<file path="src/rtl/pipe_stage_reg_if.sv">
// pipe_stage_reg_if: valid/ready handshake bundle carrying a control and a data field.
// The master drives valid/ctrl/data and the slave drives ready.
interface pipe_stage_reg_if #(
    parameter int unsigned DATA_W = 32,
    parameter int unsigned CTRL_W = 16
);
    logic              valid;
    logic              ready;
    logic [CTRL_W-1:0] ctrl;
    logic [DATA_W-1:0] data;

    modport master (output valid, output ctrl, output data, input ready);
    modport slave  (input valid, input ctrl, input data, output ready);
endinterface

</file>
<file path="src/rtl/pipe_stage_reg.sv">
// pipe_stage_reg: generic pipeline register between CPU stages.
// Control bits selected by CLR_MASK are cleared on bubbles, flush and kill; data is
// always carried. An empty stage loads even while downstream stalls (bubble collapse).
// Optional feature macro: PIPE_SKID_EN adds one skid entry so up.ready comes from a flop.
// The interface instances must use the same DATA_W/CTRL_W as this module.
module pipe_stage_reg #(
    parameter int unsigned        DATA_W   = 32,
    parameter int unsigned        CTRL_W   = 16,
    parameter logic [CTRL_W-1:0]  CLR_MASK = {CTRL_W{1'b1}},
    parameter int unsigned        CNT_W    = 16
) (
    input  logic                clock,
    input  logic                reset,
    input  logic                flush,
    input  logic                kill,
    pipe_stage_reg_if.slave     up,
    pipe_stage_reg_if.master    dn,
    output logic [CNT_W-1:0]    bubble_count
);

    logic              load;
    logic              dn_valid_q, dn_valid_d;
    logic [CTRL_W-1:0] dn_ctrl_q, dn_ctrl_d;
    logic [DATA_W-1:0] dn_data_q, dn_data_d;
    logic [CNT_W-1:0]  bubble_cnt_q, bubble_cnt_d;

    // Entry presented to the main register when it loads.
    logic              src_live;
    logic              src_squash;
    logic [CTRL_W-1:0] src_ctrl;
    logic [DATA_W-1:0] src_data;

    assign load = dn.ready | ~dn_valid_q;

    assign dn.valid     = dn_valid_q;
    assign dn.ctrl      = dn_ctrl_q;
    assign dn.data      = dn_data_q;
    assign bubble_count = bubble_cnt_q;

`ifdef PIPE_SKID_EN
    logic              skid_valid_q, skid_valid_d;
    logic [CTRL_W-1:0] skid_ctrl_q, skid_ctrl_d;
    logic [DATA_W-1:0] skid_data_q, skid_data_d;
    logic              up_ready_q, up_ready_d;

    assign up.ready = up_ready_q;

    // Main register drains the skid entry first to keep FIFO order.
    always_comb begin
        if (skid_valid_q) begin
            src_live   = 1'b1;
            src_squash = 1'b0;
            src_ctrl   = skid_ctrl_q;
            src_data   = skid_data_q;
        end else begin
            src_live   = up.valid & ~flush;
            src_squash = ~up.valid | flush;
            src_ctrl   = up.ctrl;
            src_data   = up.data;
        end
    end

    // Skid capture/drain; only a real upstream entry is parked while main is blocked.
    always_comb begin
        skid_valid_d = skid_valid_q;
        skid_ctrl_d  = skid_ctrl_q;
        skid_data_d  = skid_data_q;
        if (skid_valid_q) begin
            if (load) begin
                skid_valid_d = 1'b0;
            end
        end else if (!load && up.valid) begin
            skid_valid_d = ~flush;
            skid_ctrl_d  = flush ? (up.ctrl & ~CLR_MASK) : up.ctrl;
            skid_data_d  = up.data;
        end
        if (kill) begin
            skid_valid_d = 1'b0;
            skid_ctrl_d  = skid_ctrl_d & ~CLR_MASK;
        end
        up_ready_d = ~skid_valid_d;
    end

    // Skid state and registered upstream ready.
    always_ff @(posedge clock or posedge reset) begin
        if (reset) begin
            skid_valid_q <= 1'b0;
            skid_ctrl_q  <= '0;
            skid_data_q  <= '0;
            up_ready_q   <= 1'b1;
        end else begin
            skid_valid_q <= skid_valid_d;
            skid_ctrl_q  <= skid_ctrl_d;
            skid_data_q  <= skid_data_d;
            up_ready_q   <= up_ready_d;
        end
    end
`else
    assign up.ready = load;

    // Without skid the main register always loads straight from upstream.
    always_comb begin
        src_live   = up.valid & ~flush;
        src_squash = ~up.valid | flush;
        src_ctrl   = up.ctrl;
        src_data   = up.data;
    end
`endif

    // Main register next state; kill overrides valid and masked control after the load.
    always_comb begin
        dn_valid_d = dn_valid_q;
        dn_ctrl_d  = dn_ctrl_q;
        dn_data_d  = dn_data_q;
        if (load) begin
            dn_valid_d = src_live;
            dn_ctrl_d  = src_squash ? (src_ctrl & ~CLR_MASK) : src_ctrl;
            dn_data_d  = src_data;
        end
        if (kill) begin
            dn_valid_d = 1'b0;
            dn_ctrl_d  = dn_ctrl_d & ~CLR_MASK;
        end
    end

    // Saturating count of bubbles taken by downstream.
    always_comb begin
        bubble_cnt_d = bubble_cnt_q;
        if (dn.ready && !dn_valid_q && (bubble_cnt_q != {CNT_W{1'b1}})) begin
            bubble_cnt_d = bubble_cnt_q + CNT_W'(1);
        end
    end

    // Main register and bubble counter state.
    always_ff @(posedge clock or posedge reset) begin
        if (reset) begin
            dn_valid_q   <= 1'b0;
            dn_ctrl_q    <= '0;
            dn_data_q    <= '0;
            bubble_cnt_q <= '0;
        end else begin
            dn_valid_q   <= dn_valid_d;
            dn_ctrl_q    <= dn_ctrl_d;
            dn_data_q    <= dn_data_d;
            bubble_cnt_q <= bubble_cnt_d;
        end
    end

endmodule

</file>
<file path="src/flat_wrapper.sv">
// flat-port wrapper written by rule: the top's interface ports become plain ports
module pipe_stage_reg_flat 
#(
    parameter int unsigned        DATA_W   = 32,
    parameter int unsigned        CTRL_W   = 16,
    parameter logic [CTRL_W-1:0]  CLR_MASK = {CTRL_W{1'b1}},
    parameter int unsigned        CNT_W    = 16
)
  (clock, reset, flush, kill, bubble_count, up_valid, up_ctrl, up_data, up_ready, dn_valid, dn_ctrl, dn_data, dn_ready);
  pipe_stage_reg_if #(.DATA_W(DATA_W), .CTRL_W(CTRL_W)) up_i ();
  pipe_stage_reg_if #(.DATA_W(DATA_W), .CTRL_W(CTRL_W)) dn_i ();
  input  logic clock;
  input  logic reset;
  input  logic flush;
  input  logic kill;
  output logic [CNT_W-1:0] bubble_count;
  input wire logic [$bits(up_i.valid)-1:0] up_valid;
  input wire logic [$bits(up_i.ctrl)-1:0] up_ctrl;
  input wire logic [$bits(up_i.data)-1:0] up_data;
  output wire logic [$bits(up_i.ready)-1:0] up_ready;
  output wire logic [$bits(dn_i.valid)-1:0] dn_valid;
  output wire logic [$bits(dn_i.ctrl)-1:0] dn_ctrl;
  output wire logic [$bits(dn_i.data)-1:0] dn_data;
  input wire logic [$bits(dn_i.ready)-1:0] dn_ready;
  assign up_i.valid = up_valid;
  assign up_i.ctrl = up_ctrl;
  assign up_i.data = up_data;
  assign up_ready = up_i.ready;
  assign dn_valid = dn_i.valid;
  assign dn_ctrl = dn_i.ctrl;
  assign dn_data = dn_i.data;
  assign dn_i.ready = dn_ready;
  pipe_stage_reg #(.DATA_W(DATA_W), .CTRL_W(CTRL_W), .CLR_MASK(CLR_MASK), .CNT_W(CNT_W)) u_core (.clock(clock), .reset(reset), .flush(flush), .kill(kill), .up(up_i), .dn(dn_i), .bubble_count(bubble_count));
endmodule
</file>
<file path="config.mk">
export PLATFORM = sky130hd
export DESIGN_NAME = pipe_stage_reg_flat
export DESIGN_NICKNAME = d
export VERILOG_FILES = /design/src/rtl/pipe_stage_reg_if.sv /design/src/rtl/pipe_stage_reg.sv /design/src/flat_wrapper.sv
export SDC_FILE = /design/constraint.sdc
export NUM_CORES = 1
export LEC_CHECK = 0
export CAP_MARGIN = 20
export CELL_PAD_IN_SITES_DETAIL_PLACEMENT = 1
export CELL_PAD_IN_SITES_GLOBAL_PLACEMENT = 1
export CORE_UTILIZATION = 52
export DETAILED_ROUTE_END_ITERATION = 8
export DONT_BUFFER_PORTS = 1
export PLACE_DENSITY_LB_ADDON = 0.2
export REMOVE_ABC_BUFFERS = 1
export SLEW_MARGIN = 20
export SYNTH_ARGS = -nofsm -noshare
export SYNTH_HDL_FRONTEND = slang
export SYNTH_SLANG_ARGS = --single-unit
</file>
<file path="constraint.sdc">
create_clock -name clock -period 2.6 [get_ports clock]
set_input_delay 0.26 -clock clock [delete_from_list [all_inputs] [get_ports clock]]
set_output_delay 0.26 -clock clock [all_outputs]
set_load 0.02 [all_outputs]
</file>
# Word level (Yosys, flattened, before mapping)

Index checks and enable logic that the tools add are counted.

Bits in latches: 0
Input port bits: 54
Word-level logic and storage cells: 21
Memory bits (read-only): 0
Output and inout port bits: 66
Bits in writable memories: 0
Register bits: 65
Memories kept: 0

Bitwise gates (word level): 6
Div/mod/pow operators: 0
Add/subtract/negate cells: 1
Shift operators: 0
Reduce and logical (&&, ||, !) cells: 4
Eq/ne operators: 1
Multipliers: 0
$lt $le $gt $ge: 0
Multiplexer cells: 5

Operator list:

| cell                                           | count |
|---|---|
| two-way mux 16 bit                             | 3 |
| adder 16 x 1 -> 16 bit (second input constant) | 1 |
| != test 16 bit (second input constant)         | 1 |
| NOT 1 bit                                      | 3 |
| logical AND 1 bit                              | 2 |
| two-way mux 1 bit                              | 2 |
| OR 1 bit                                       | 2 |
| nonzero test 2 bit                             | 1 |
| AND 1 bit                                      | 1 |
| logical NOT 1 bit                              | 1 |

# Logic depth before layout (Yosys ltp)

Gate-level depths: netlist of run 1.

Depth after elaboration: 5
Depth in mapped cells: 5
Mapped depth without buffers: 5

# Worst setup path after synthesis of run 1

No wires, ideal clock.

Path type: flip-flop to flip-flop
Start point: register u_core.bubble_cnt_q[0] (netlist: u_core.bubble_count[0])
End point: register u_core.bubble_cnt_q[14] (netlist: u_core.bubble_count[14])
Period minus slack after synthesis: 1863 ps
Path buffers: 0
Setup slack: 737 ps
Library setup time: 128 ps
Stages on the path, launching flop included: 6
Arrival: 1735 ps
Data required time: 2472 ps
Cell sequence: dfrtp_1 > ha_1 > nand3_1 > or3_4 > nor3_2 > mux2_1

Cells in the longest elaborated chain, start to end: 2
Elaborated cells on any way between the ends: 3
Those cells by class: 1 x add/sub; 1 x eq/ne; 1 x reduce/logical

RTL lines:

| element                                                        | line                  | source |
|---|---|---|
| from (decl)                                                    | pipe_stage_reg.sv:25  | `logic [CNT_W-1:0] bubble_cnt_q, bubble_cnt_d;` |
| from (signal assigned)                                         | pipe_stage_reg.sv:145 | `bubble_cnt_q <= bubble_cnt_d;` |
| branches (longest 2 deep; another with adder 16 x 1 -> 16 bit) | n/a                   |  |

Several ways; the timed one is not identified.
A chain may end at the register's enable or synchronous reset.

# Worst setup path in the final report of run 1

Ends and elaborated chain as after synthesis.

==> results of run 1 <==
==> through the flow <==
step             util  power (mW)  cells
3_5_place_dp   0.5636       1.558    244
5_1_grt        0.6065       2.470    261
3_3_place_gp   0.5636       1.534    244
6_report       0.6065       2.364    261
4_1_cts        0.6065       2.400    261
2_1_floorplan       -       1.492    175
==> per-layer routing <==
metal  vias up  track usage
li1        681            -
met1       773       0.2247
met2        76       0.3508
met3        14      0.07682
met4         0       0.1090
met5         -            0
==> area by class of cell <==
| class | instances | area [sq um] | share of cell area |
|---|---|---|---|
| multi-input cells | 107 | 978.4 | 0.3349 |
| repair buffers | 3 | 25.02 | 0.008565 |
| clock inverters | 5 | 55.05 | 0.01884 |
| clock buffers | 11 | 141.4 | 0.04839 |
| flip-flops and latches | 65 | 1627 | 0.5567 |
| well taps | 67 | 83.83 | 0.02869 |
| inverters | 3 | 11.26 | 0.003854 |
==> cell families after synthesis <==
family,Yosys count,synth area share
buffers and inverters,9,0.01748
adder cells (fa/ha/maj),1,0.004723
XOR/XNOR,10,0.03306
AO/OA/AOI/OAI,26,0.07699
flip-flops,65,0.6141
multiplexers,35,0.1502
AND/OR/NAND/NOR,35,0.1035
==> worst register-to-register path, cell delays in order (launching register included) <==
cell	delay [ns]
dfrtp_1	0.52
ha_1	0.25
nand3_1	0.25
or3_4	0.44
nor3_2	0.13
mux2_1	0.34
==> repair_timing <==
action                    4_1_cts  5_1_grt
hold buffers                    1        0
setup buffers                   0        0
hold endpoints to repair        1        0
==> synth_stat cells (all sizes together) <==
cell type / instances
a21oi: 1
a22o: 16
a31oi: 4
and3: 1
and4bb: 1
buf: 6
dfrtp: 65
ha: 1
inv: 3
mux2: 35
nand2: 5
nand2b: 4
nand3: 2
nand3b: 1
nand4: 3
nand4b: 1
nor2: 6
nor3: 4
nor3b: 4
nor4: 1
o2111ai: 1
o211ai: 1
o21ai: 2
o31ai: 1
or2: 1
or3: 1
xnor2: 4
xor2: 6
==> power groups by stage <==
stage | combinational (mW) | sequential [mW] | clock [mW]
after floorplan | 0.166 | 1.33 | 0
after global placement | 0.185 | 1.35 | 0
after detailed placement | 0.202 | 1.36 | 0
after CTS | 0.203 | 1.34 | 0.859
after global routing | 0.225 | 1.35 | 0.895
final | 0.199 | 1.34 | 0.829
==> registers in the layout (all words and copies together) (netlist names) <==
name / cells
u_core.dn.data: 32
u_core.bubble_count: 16
u_core.dn.ctrl: 16
u_core.dn.valid: 1
==> worst min path at each step <==
stage                start                 end  depth (start not counted)
3_3_place_gp          kill     u_core.dn.valid                          1
3_5_place_dp          kill     u_core.dn.valid                          1
5_1_grt        up_ctrl[14]  u_core.dn.ctrl[14]                          1
4_1_cts        up_ctrl[15]  u_core.dn.ctrl[15]                          1
2_1_floorplan         kill     u_core.dn.valid                          1
6_report             reset   u_core.dn.data[9]                          2
==> out/metrics.cfg, run 1 <==
[routing]
wl_met1_mm = 1.944
wirelength_mm = 5.157
routed-wl-met2_mm = 2.679
dr.max_layer_used = met4
drtIter0Drc = 83
antenna_left = 0
wl_per_cell_um = 19.76
first_pass_iters = 3
via_count = 1544
remaining_drc_errors = 0
wl_met3_um = 417
vias_per_cell = 5.916

[synth]
synth_top_area_cell = dfrtp_1
postSynthAreaPerCell_sq_um = 14.63
yosys_register_bits = 65
ys_warn_count = 0
syn_area_sq_um = 2649
seq_area_frac_synth = 0.6141
synth_top_area_share = 0.6141
yosys-top-cells-area = dfrtp_1 (61%), mux2_2 (14%), a22o_1 (5.3%), xor2_1 (2.0%), nand4_4 (1.6%)
yosys.cell_types.count = 35
synth_cells = 181

[timing]
finClkSkew_ns = 0.003967
finalSetupViolCount = 0
finalHoldViolCount = 0
tightest_slew_ns = 0.9835
rsz0062_at_grt = false
post-route-period-util = 0.7872
final.min_clock_period_ns = 2.047
slew-limit-headroom = 0.3419
finalSetupTns_ns = 0
setup_slack_ns = 0.5534
finalMaxSlewViolations = 0
fmax_mhz = 488.6
holdWs_ns = 0.03642

[pwr]
p_per_area_nw_per_um2 = 809.2
power.switching_uw = 691.1
p_leak_nw = 1.309
p_sw_frac = 0.2923
ir_drop_uv = 429.5
p_int_mw = 1.673
p_seq_frac = 0.565
pwr-share-comb = 0.084
p_clk_frac = 0.351

[worst_setup_path]
r2r_end = u_core.bubble_count[14]
cp.required_ns = 2.81
critPathBufInv = 0
crit_type = register to register
crit_slowest_cell = dfrtp_1
path_depth = 5
critPathMaxFanout = 6
worstSetupEndpointType = register
critPathLaunchType = register
worstRegToRegCells = 5
crit_path_max_incr_delay_ns = 0.52
cp.arrival_ns = 2.26
crit_family = simple AND/OR/NAND/NOR gates
reg2reg_from = u_core.bubble_count[0]
reg2reg_slack_ns = 0.55
path_cells = ha_1, nand3_1, or3_4, nor3_2, mux2_1
startpoint = u_core.bubble_count[0]
timing.critical_path.to = u_core.bubble_count[14]

[cts]
htreeDepth = 3
cts-root-buf = clkbuf_8
numCtsBuffers = 9
cts-resized-gates = 0
clk_path_buf_depth = 2
clk_pin_slew_worst_paths_ns = 0.07
cts_tree = built
insertion_delay_ns = 0.33
cts_sinks = 65

[cells_and_area]
final_common_cell = dfrtp_1
final_cell_mix = dfrtp_1 (65), mux2_2 (32), a22o_1 (16)
nets = 244
antenna_cells = 0
drive_gt1_frac = 0.3299
area_growth_pct = 10.30
final_cell_area_sq_um = 2922
fillCellCount = 478

[global_routing]
antenna_found_initial = 0
gr-total-overflow = 0
grt_pass1_vias = 1702
grt_max_degree = 66
grt_util_all_layers = 0.2064
grt_pass1_wl_mm = 8.052

[job]
max_cap_viol_count = 0

[floorplanning]
dieArea_sq_um = 5383
core_sq_um = 4817
num_rows = 25
die_h_um = 73.37
io_pins = 120
initial_core_util = 0.5499
die_w_um = 73.37

[placed_design]
io_buffer_count = 0
dp_slack_ns = 0.5642
dpl-instance-area_sq_um = 2715
place.gp.congestion = 0.7910
place_hpwl_mm = 3.746

[hold_path]
hold_path.class = input pin to asynchronous set/reset pin

[status]
status = completed

No activity file was read; power rests on OpenSTA's default activity.
==> run 2, diff against run 1 <==
--- a/config.mk
+++ b/config.mk
@@ -8,7 +8,7 @@
 export CAP_MARGIN = 20
 export CELL_PAD_IN_SITES_DETAIL_PLACEMENT = 1
 export CELL_PAD_IN_SITES_GLOBAL_PLACEMENT = 1
-export CORE_UTILIZATION = 52
+export CORE_UTILIZATION = 48
 export DETAILED_ROUTE_END_ITERATION = 8
 export DONT_BUFFER_PORTS = 1
 export PLACE_DENSITY_LB_ADDON = 0.2
==> constraint.sdc (replaced) <==
create_clock -name clock -period 2 [get_ports clock]
set_input_delay 0.2 -clock clock [delete_from_list [all_inputs] [get_ports clock]]
set_output_delay 0.2 -clock clock [all_outputs]
set_load 0.02 [all_outputs]
==> run 2 against run 1 <==
Net effect:
- sequential share of layout area fell by 6.3 points
- highest routed layer unchanged
- largest power group unchanged
- wire length rose by 26%
- largest cell class unchanged
- cell count rose by 14%
- non-clock buffer count rose by 34
- setup slack got worse by 0.42 ns
- register-to-register slack got worse by 0.42 ns
==> out/metrics.cfg, run 2 (synthesized netlist as in run 1, its figures left out) <==
[pwr]
pwr-share-comb = 0.154  ; +0.070
p_clk_frac = 0.374  ; +0.023
p_per_area_nw_per_um2 = 1044  ; +29%
power.switching_uw = 985.7  ; +43%
power_mw = 3.441  ; +46%
p_seq_frac = 0.471  ; -0.094
p_leak_nw = 1.485  ; +13%
p_sw_frac = 0.2865  ; -0.005846
p_int_mw = 2.455  ; +47%
ir_drop_uv = 566.4  ; +32%

[worst_setup_path]
critPathMaxFanout = 16  ; +10
cp.required_ns = 2.27  ; -0.54 ns
worstSetupEndpointType = register
worstRegToRegCells = 3  ; -2
critPathLaunchType = register
cp.arrival_ns = 2.13  ; -0.13 ns
reg2reg_slack_ns = 0.13  ; -0.42 ns
crit_type = register to register
reg2reg_from = u_core.dn.valid
r2r_end = u_core.dn.ctrl[11]

[global_routing]
antenna_found_initial = 0  ; unchanged
gr-total-overflow = 0  ; unchanged
grt_pass1_wl_mm = 10.19  ; +27%
grt_util_all_layers = 0.2337  ; +0.02733
grt_pass1_vias = 1891  ; +11%
grt_max_degree = 35  ; -47%

[timing]
fmax_mhz = 535.9  ; +9.7%
tightest_slew_ns = 1.070  ; +0.08611 ns
rsz0062_at_grt = false
finalHoldViolCount = 0  ; unchanged
finClkSkew_ns = 0.004683  ; +0.0007160 ns
finalMaxSlewViolations = 0  ; unchanged
final.min_clock_period_ns = 1.866  ; -0.1806 ns
holdWs_ns = 0.01578  ; -0.02065 ns
post-route-period-util = 0.9330  ; +0.1458
finalSetupTns_ns = 0  ; unchanged
finalSetupViolCount = 0  ; unchanged
slew-limit-headroom = 0.2843  ; -0.05762

[cts]
cts-resized-gates = 0  ; unchanged
cts-root-buf = clkbuf_8
htreeDepth = 3  ; unchanged
insertion_delay_ns = 0.33  ; about the same
cts_tree = built
cts_sinks = 65  ; unchanged
clk_pin_slew_worst_paths_ns = 0.07  ; about the same
numCtsBuffers = 9  ; unchanged
clk_path_buf_depth = 2  ; unchanged

[job]
max_cap_viol_count = 0  ; unchanged

[routing]
via_count = 1692  ; +9.6%
wl_per_cell_um = 21.80  ; +10%
drtIter0Drc = 60  ; -28%
first_pass_iters = 4  ; +1
vias_per_cell = 5.678  ; -4.0%
wirelength_mm = 6.496  ; +26%
remaining_drc_errors = 0  ; unchanged
antenna_left = 0  ; unchanged

[placed_design]
place.gp.congestion = 0.7425  ; -6.1%
io_buffer_count = 0  ; unchanged
dpl-instance-area_sq_um = 2799  ; +3.1%
place_hpwl_mm = 4.094  ; +9.3%

[cells_and_area]
nets = 278  ; +14%
final_common_cell = dfrtp_1
final_cell_area_sq_um = 3296  ; +13%
multiInputGateArea_sq_um = 978.4  ; unchanged
fin_util = 0.6332  ; +0.02668
area_growth_pct = 24.42
fillCellCount = 479  ; +0.21%
largest_reg_flops = 32  ; unchanged
drive_gt1_frac = 0.3246  ; -0.005336
antenna_cells = 0  ; unchanged
final_cell_mix = dfrtp_1 (65), mux2_2 (32), dlygate4sd3_1 (26)
regArea_sq_um = 1627  ; unchanged

[floorplanning]
die_h_um = 76.29  ; +4.0%
die_w_um = 76.29  ; +4.0%
core_sq_um = 5205  ; +8.1%
initial_core_util = 0.5089  ; -0.04098
io_pins = 120  ; unchanged
num_rows = 26  ; +4.0%
dieArea_sq_um = 5819  ; +8.1%

[status]
status = completed

[hold_path]
hold_path.class = input pin to register
min_to = u_core.dn.data[13]
holdCritStartpoint = up_data[13]
hold_depth = 1

## run 2: cell type report
class,count,area share
Clock inverter,5,0.02582
Clock buffer,11,0.04594
Multi-Input combinational cell,107,0.2969
Sequential cell,65,0.4935
Inverter,3,0.003417
Timing Repair Buffer,37,0.1078
Tap cell,70,0.02658
## run 2: critical path, stage by stage, from the launching register on
cell and delay (ns):
dfrtp_1 0.53, nand2b_2 0.14, nor2_1 0.82, a22o_1 0.30
## run 2: per-layer routing
| metal | global-route usage | vias up | routed length (um) |
|---|---|---|---|
| li1 | - | 744 | - |
| met1 | 0.2576 | 856 | 2436 |
| met2 | 0.3937 | 82 | 3398 |
| met3 | 0.09820 | 10 | 566 |
| met4 | 0.1019 | 0 | 95 |
| met5 | 0 | - | 0 |
## run 2: how the worst max path moves through the flow
stage,startpoint,endpoint
6_report,u_core.dn.valid,u_core.dn.ctrl[11]
5_1_grt,u_core.dn.valid,u_core.dn.ctrl[12]
4_1_cts,u_core.bubble_count[0],u_core.bubble_count[14]
3_5_place_dp,u_core.bubble_count[0],u_core.bubble_count[14]
3_3_place_gp,u_core.bubble_count[0],u_core.bubble_count[14]
2_1_floorplan,u_core.dn.valid,u_core.dn.ctrl[0]
## run 2: timing repair
action,CTS,global route
buffers inserted,0,0
hold buffers,19,7
endpoints found under the hold margin,49,7
endpoints found under the setup margin,0,0
## run 2: metrics by stage
| stage | setup WS (ns) | std cells |
|---|---|---|
| finish | 0.1340 | 298 |
| CTS | 0.1656 | 291 |
| global route | 0.01655 | 298 |
| detailed placement | 0.1771 | 256 |
| global placement | 0.2779 | 256 |
| floorplan | -0.4343 | 175 |
## run 2: power groups by stage
stage | combinational, mW | sequential [mW] | clock [mW]
floorplan | 0.216 | 1.72 | 0
global placement | 0.464 | 1.63 | 0
detailed placement | 0.491 | 1.64 | 0
CTS | 0.524 | 1.62 | 1.31
global route | 0.582 | 1.64 | 1.37
finish | 0.531 | 1.62 | 1.29
==> run 3, diff against run 2 <==
--- a/config.mk
+++ b/config.mk
@@ -5,14 +5,12 @@
 export SDC_FILE = /design/constraint.sdc
 export NUM_CORES = 1
 export LEC_CHECK = 0
-export CAP_MARGIN = 20
 export CELL_PAD_IN_SITES_DETAIL_PLACEMENT = 1
 export CELL_PAD_IN_SITES_GLOBAL_PLACEMENT = 1
 export CORE_UTILIZATION = 48
 export DETAILED_ROUTE_END_ITERATION = 8
 export DONT_BUFFER_PORTS = 1
 export PLACE_DENSITY_LB_ADDON = 0.2
-export REMOVE_ABC_BUFFERS = 1
 export SLEW_MARGIN = 20
 export SYNTH_ARGS = -nofsm -noshare
 export SYNTH_HDL_FRONTEND = slang
==> run 3 against run 2 <==
Net effect:
- wire length shrank 6.8%
- clock skew grew 0.0014 ns
- first-iteration DRC count grew 5.0%
- via count shrank 3.9%
- clock power shrank 24%
- register-to-register slack is essentially flat
- core utilization shrank 3.5 points
- global-route usage shrank 1.1 points
- hold slack lost 0.0071 ns
- sequential cell count is the same
- combinational power shrank 1%
- largest power group unchanged
- highest routed layer unchanged
==> out/metrics.cfg, run 3 (synthesized netlist as in run 1, its figures left out) <==
[status]
status = completed

[global_routing]
antenna_found_initial = 0  ; unchanged
grt_max_degree = 40  ; +14%
use_met2 = 0.4072  ; +0.01351
grt_util_all_layers = 0.2226  ; -0.01106
use_met3 = 0.07545  ; -0.02275
grt_pass1_wl_mm = 9.791  ; -3.9%
met1_usage = 0.2285  ; -0.02917
grt_pass1_vias = 1884  ; -0.37%
gr-total-overflow = 0  ; unchanged
grt-busiest-layer = met2

[worst_setup_path]
reg2reg_from = u_core.bubble_count[1]
cp.arrival_ns = 2.07  ; -0.06 ns
worstSetupEndpointType = register
reg2reg_slack_ns = 0.14  ; about the same
worstRegToRegCells = 5  ; +2
crit_type = register to register
r2r_end = u_core.bubble_count[12]
critPathMaxFanout = 6  ; -10
cp.required_ns = 2.21  ; -0.06 ns
critPathLaunchType = register

[timing]
finalMaxSlewViolations = 0  ; unchanged
post-route-period-util = 0.9323  ; about the same
tightest_slew_ns = 1.058  ; -0.01112 ns
finalHoldViolCount = 0  ; unchanged
rsz0062_at_grt = false
finalSetupViolCount = 0  ; unchanged
finalSetupTns_ns = 0  ; unchanged
final.min_clock_period_ns = 1.865  ; -0.001388 ns
fmax_mhz = 536.3  ; about the same
finClkSkew_ns = 0.006054  ; +0.001371 ns
slew-limit-headroom = 0.2918  ; +0.007441

[routing]
wirelength_mm = 6.056  ; -6.8%
antenna_left = 0  ; unchanged
first_pass_iters = 4  ; unchanged
wl_per_cell_um = 21.17  ; -2.9%
drtIter0Drc = 63  ; +5.0%
vias_per_cell = 5.685  ; +0.13%
via_count = 1626  ; -3.9%
remaining_drc_errors = 0  ; unchanged

[cts]
cts_tree = built
clk_path_buf_depth = 2  ; unchanged
clk_pin_slew_worst_paths_ns = 0.07  ; about the same
ctsHoldBuffers = 13  ; -6
numCtsBuffers = 9  ; unchanged
htreeDepth = 3  ; unchanged
cts-root-buf = clkbuf_8
insertion_delay_ns = 0.33  ; about the same
cts_sinks = 65  ; unchanged
cts_setup_buffers = 0  ; unchanged
cts-resized-gates = 0  ; unchanged

[floorplanning]
num_rows = 26  ; unchanged
io_pins = 120  ; unchanged
die_w_um = 76.29  ; unchanged
dieArea_sq_um = 5819  ; unchanged
initial_core_util = 0.5089  ; unchanged
die_h_um = 76.29  ; unchanged
core_sq_um = 5205  ; unchanged

[synth]
syn_nets = 236

[pwr]
p_leak_nw = 1.406  ; -5.3%
power_mw = 3.118  ; -9.4%
p_per_area_nw_per_um2 = 1002  ; -4.0%
ir_drop_uv = 534.9  ; -5.6%

[hold_path]
hold_path.class = input pin to register
hold_depth = 1  ; unchanged
min_to = u_core.dn.ctrl[8]
holdCritStartpoint = up_ctrl[8]

[cells_and_area]
final_cell_mix = dfrtp_1 (65), mux2_2 (32), a22o_1 (16)
largest_reg_flops = 32  ; unchanged
area_growth_pct = 17.48
final_common_cell = dfrtp_1
nets = 266  ; -4.3%
fillCellCount = 508  ; +6.1%
drive_gt1_frac = 0.3333  ; +0.008772
final_cell_area_sq_um = 3112  ; -5.6%
antenna_cells = 0  ; unchanged

[placed_design]
dpl-instance-area_sq_um = 2806  ; +0.27%
place_hpwl_mm = 4.183  ; +2.2%
io_buffer_count = 0  ; unchanged
place.gp.congestion = 0.7820  ; +5.3%

[job]
max_cap_viol_count = 0  ; unchanged

## run 3: cell count changes in the layout (fill, tap and decap cells not counted)
| cell | before | now |
|---|---|---|
| clkinv_2 | 0 | 1 |
| inv_6 | 1 | 0 |
| clkbuf_1 | 0 | 3 |
| dlygate4sd3_1 | 26 | 13 |
| buf_4 | 10 | 11 |
| bufinv_16 | 2 | 0 |
| clkinv_4 | 1 | 0 |
## run 3: routing by layer
| layer | part of all wire | wire length, um |
|---|---|---|
| met4 | 0.018 | 108 |
| met2 | 0.55 | 3361 |
| met5 | 0 | 0 |
| met1 | 0.35 | 2096 |
| met3 | 0.081 | 490 |
## run 3: per-stage QoR
step           setup WS [ns]    util  hold slack [ns]  cells
2_1_floorplan         0.1371       -           0.2631    181
6_report              0.1354  0.5978         0.008630    286
3_5_place_dp          0.1503  0.5392           0.1838    257
4_1_cts               0.1299  0.5978       0.00004002    286
5_1_grt              0.02351  0.5978         0.002460    286
3_3_place_gp          0.2774  0.5392           0.1741    257
## run 3: worst max-delay path by stage
stage                                      start                 endpoint  slack, ns
final                     u_core.bubble_count[1]  u_core.bubble_count[12]       0.14
after global routing      u_core.bubble_count[1]  u_core.bubble_count[14]       0.02
after CTS                 u_core.bubble_count[1]  u_core.bubble_count[14]       0.13
after detailed placement  u_core.bubble_count[0]  u_core.bubble_count[14]       0.15
after global placement    u_core.bubble_count[0]  u_core.bubble_count[14]       0.28
after floorplan           u_core.bubble_count[0]  u_core.bubble_count[14]       0.14
## run 3: critical path, stage by stage (launching register included)
cell     delay, ns
dfrtp_1       0.37
ha_1          0.21
nand3_1       0.24
or3_4         0.44
nor2_1        0.14
mux2_1        0.35
## run 3: final cells by class
type | count | area [sq um] | area share
clock inverter | 2 | 12.51 | 0.004021
sequential | 65 | 1627 | 0.5227
timing repair buffer | 25 | 232.7 | 0.07479
inverter | 3 | 11.26 | 0.003619
multi-input combinational | 107 | 978.4 | 0.3144
tap | 70 | 87.58 | 0.02815
clock buffer | 14 | 162.7 | 0.05227
## run 3: power breakdown
part	total, mW	internal [mW]	leakage, nW	switching (mW)
Combinational	0.525	0.227	0.507	0.298
Clock	0.981	0.517	0.0867	0.463
Sequential	1.61	1.44	0.812	0.175
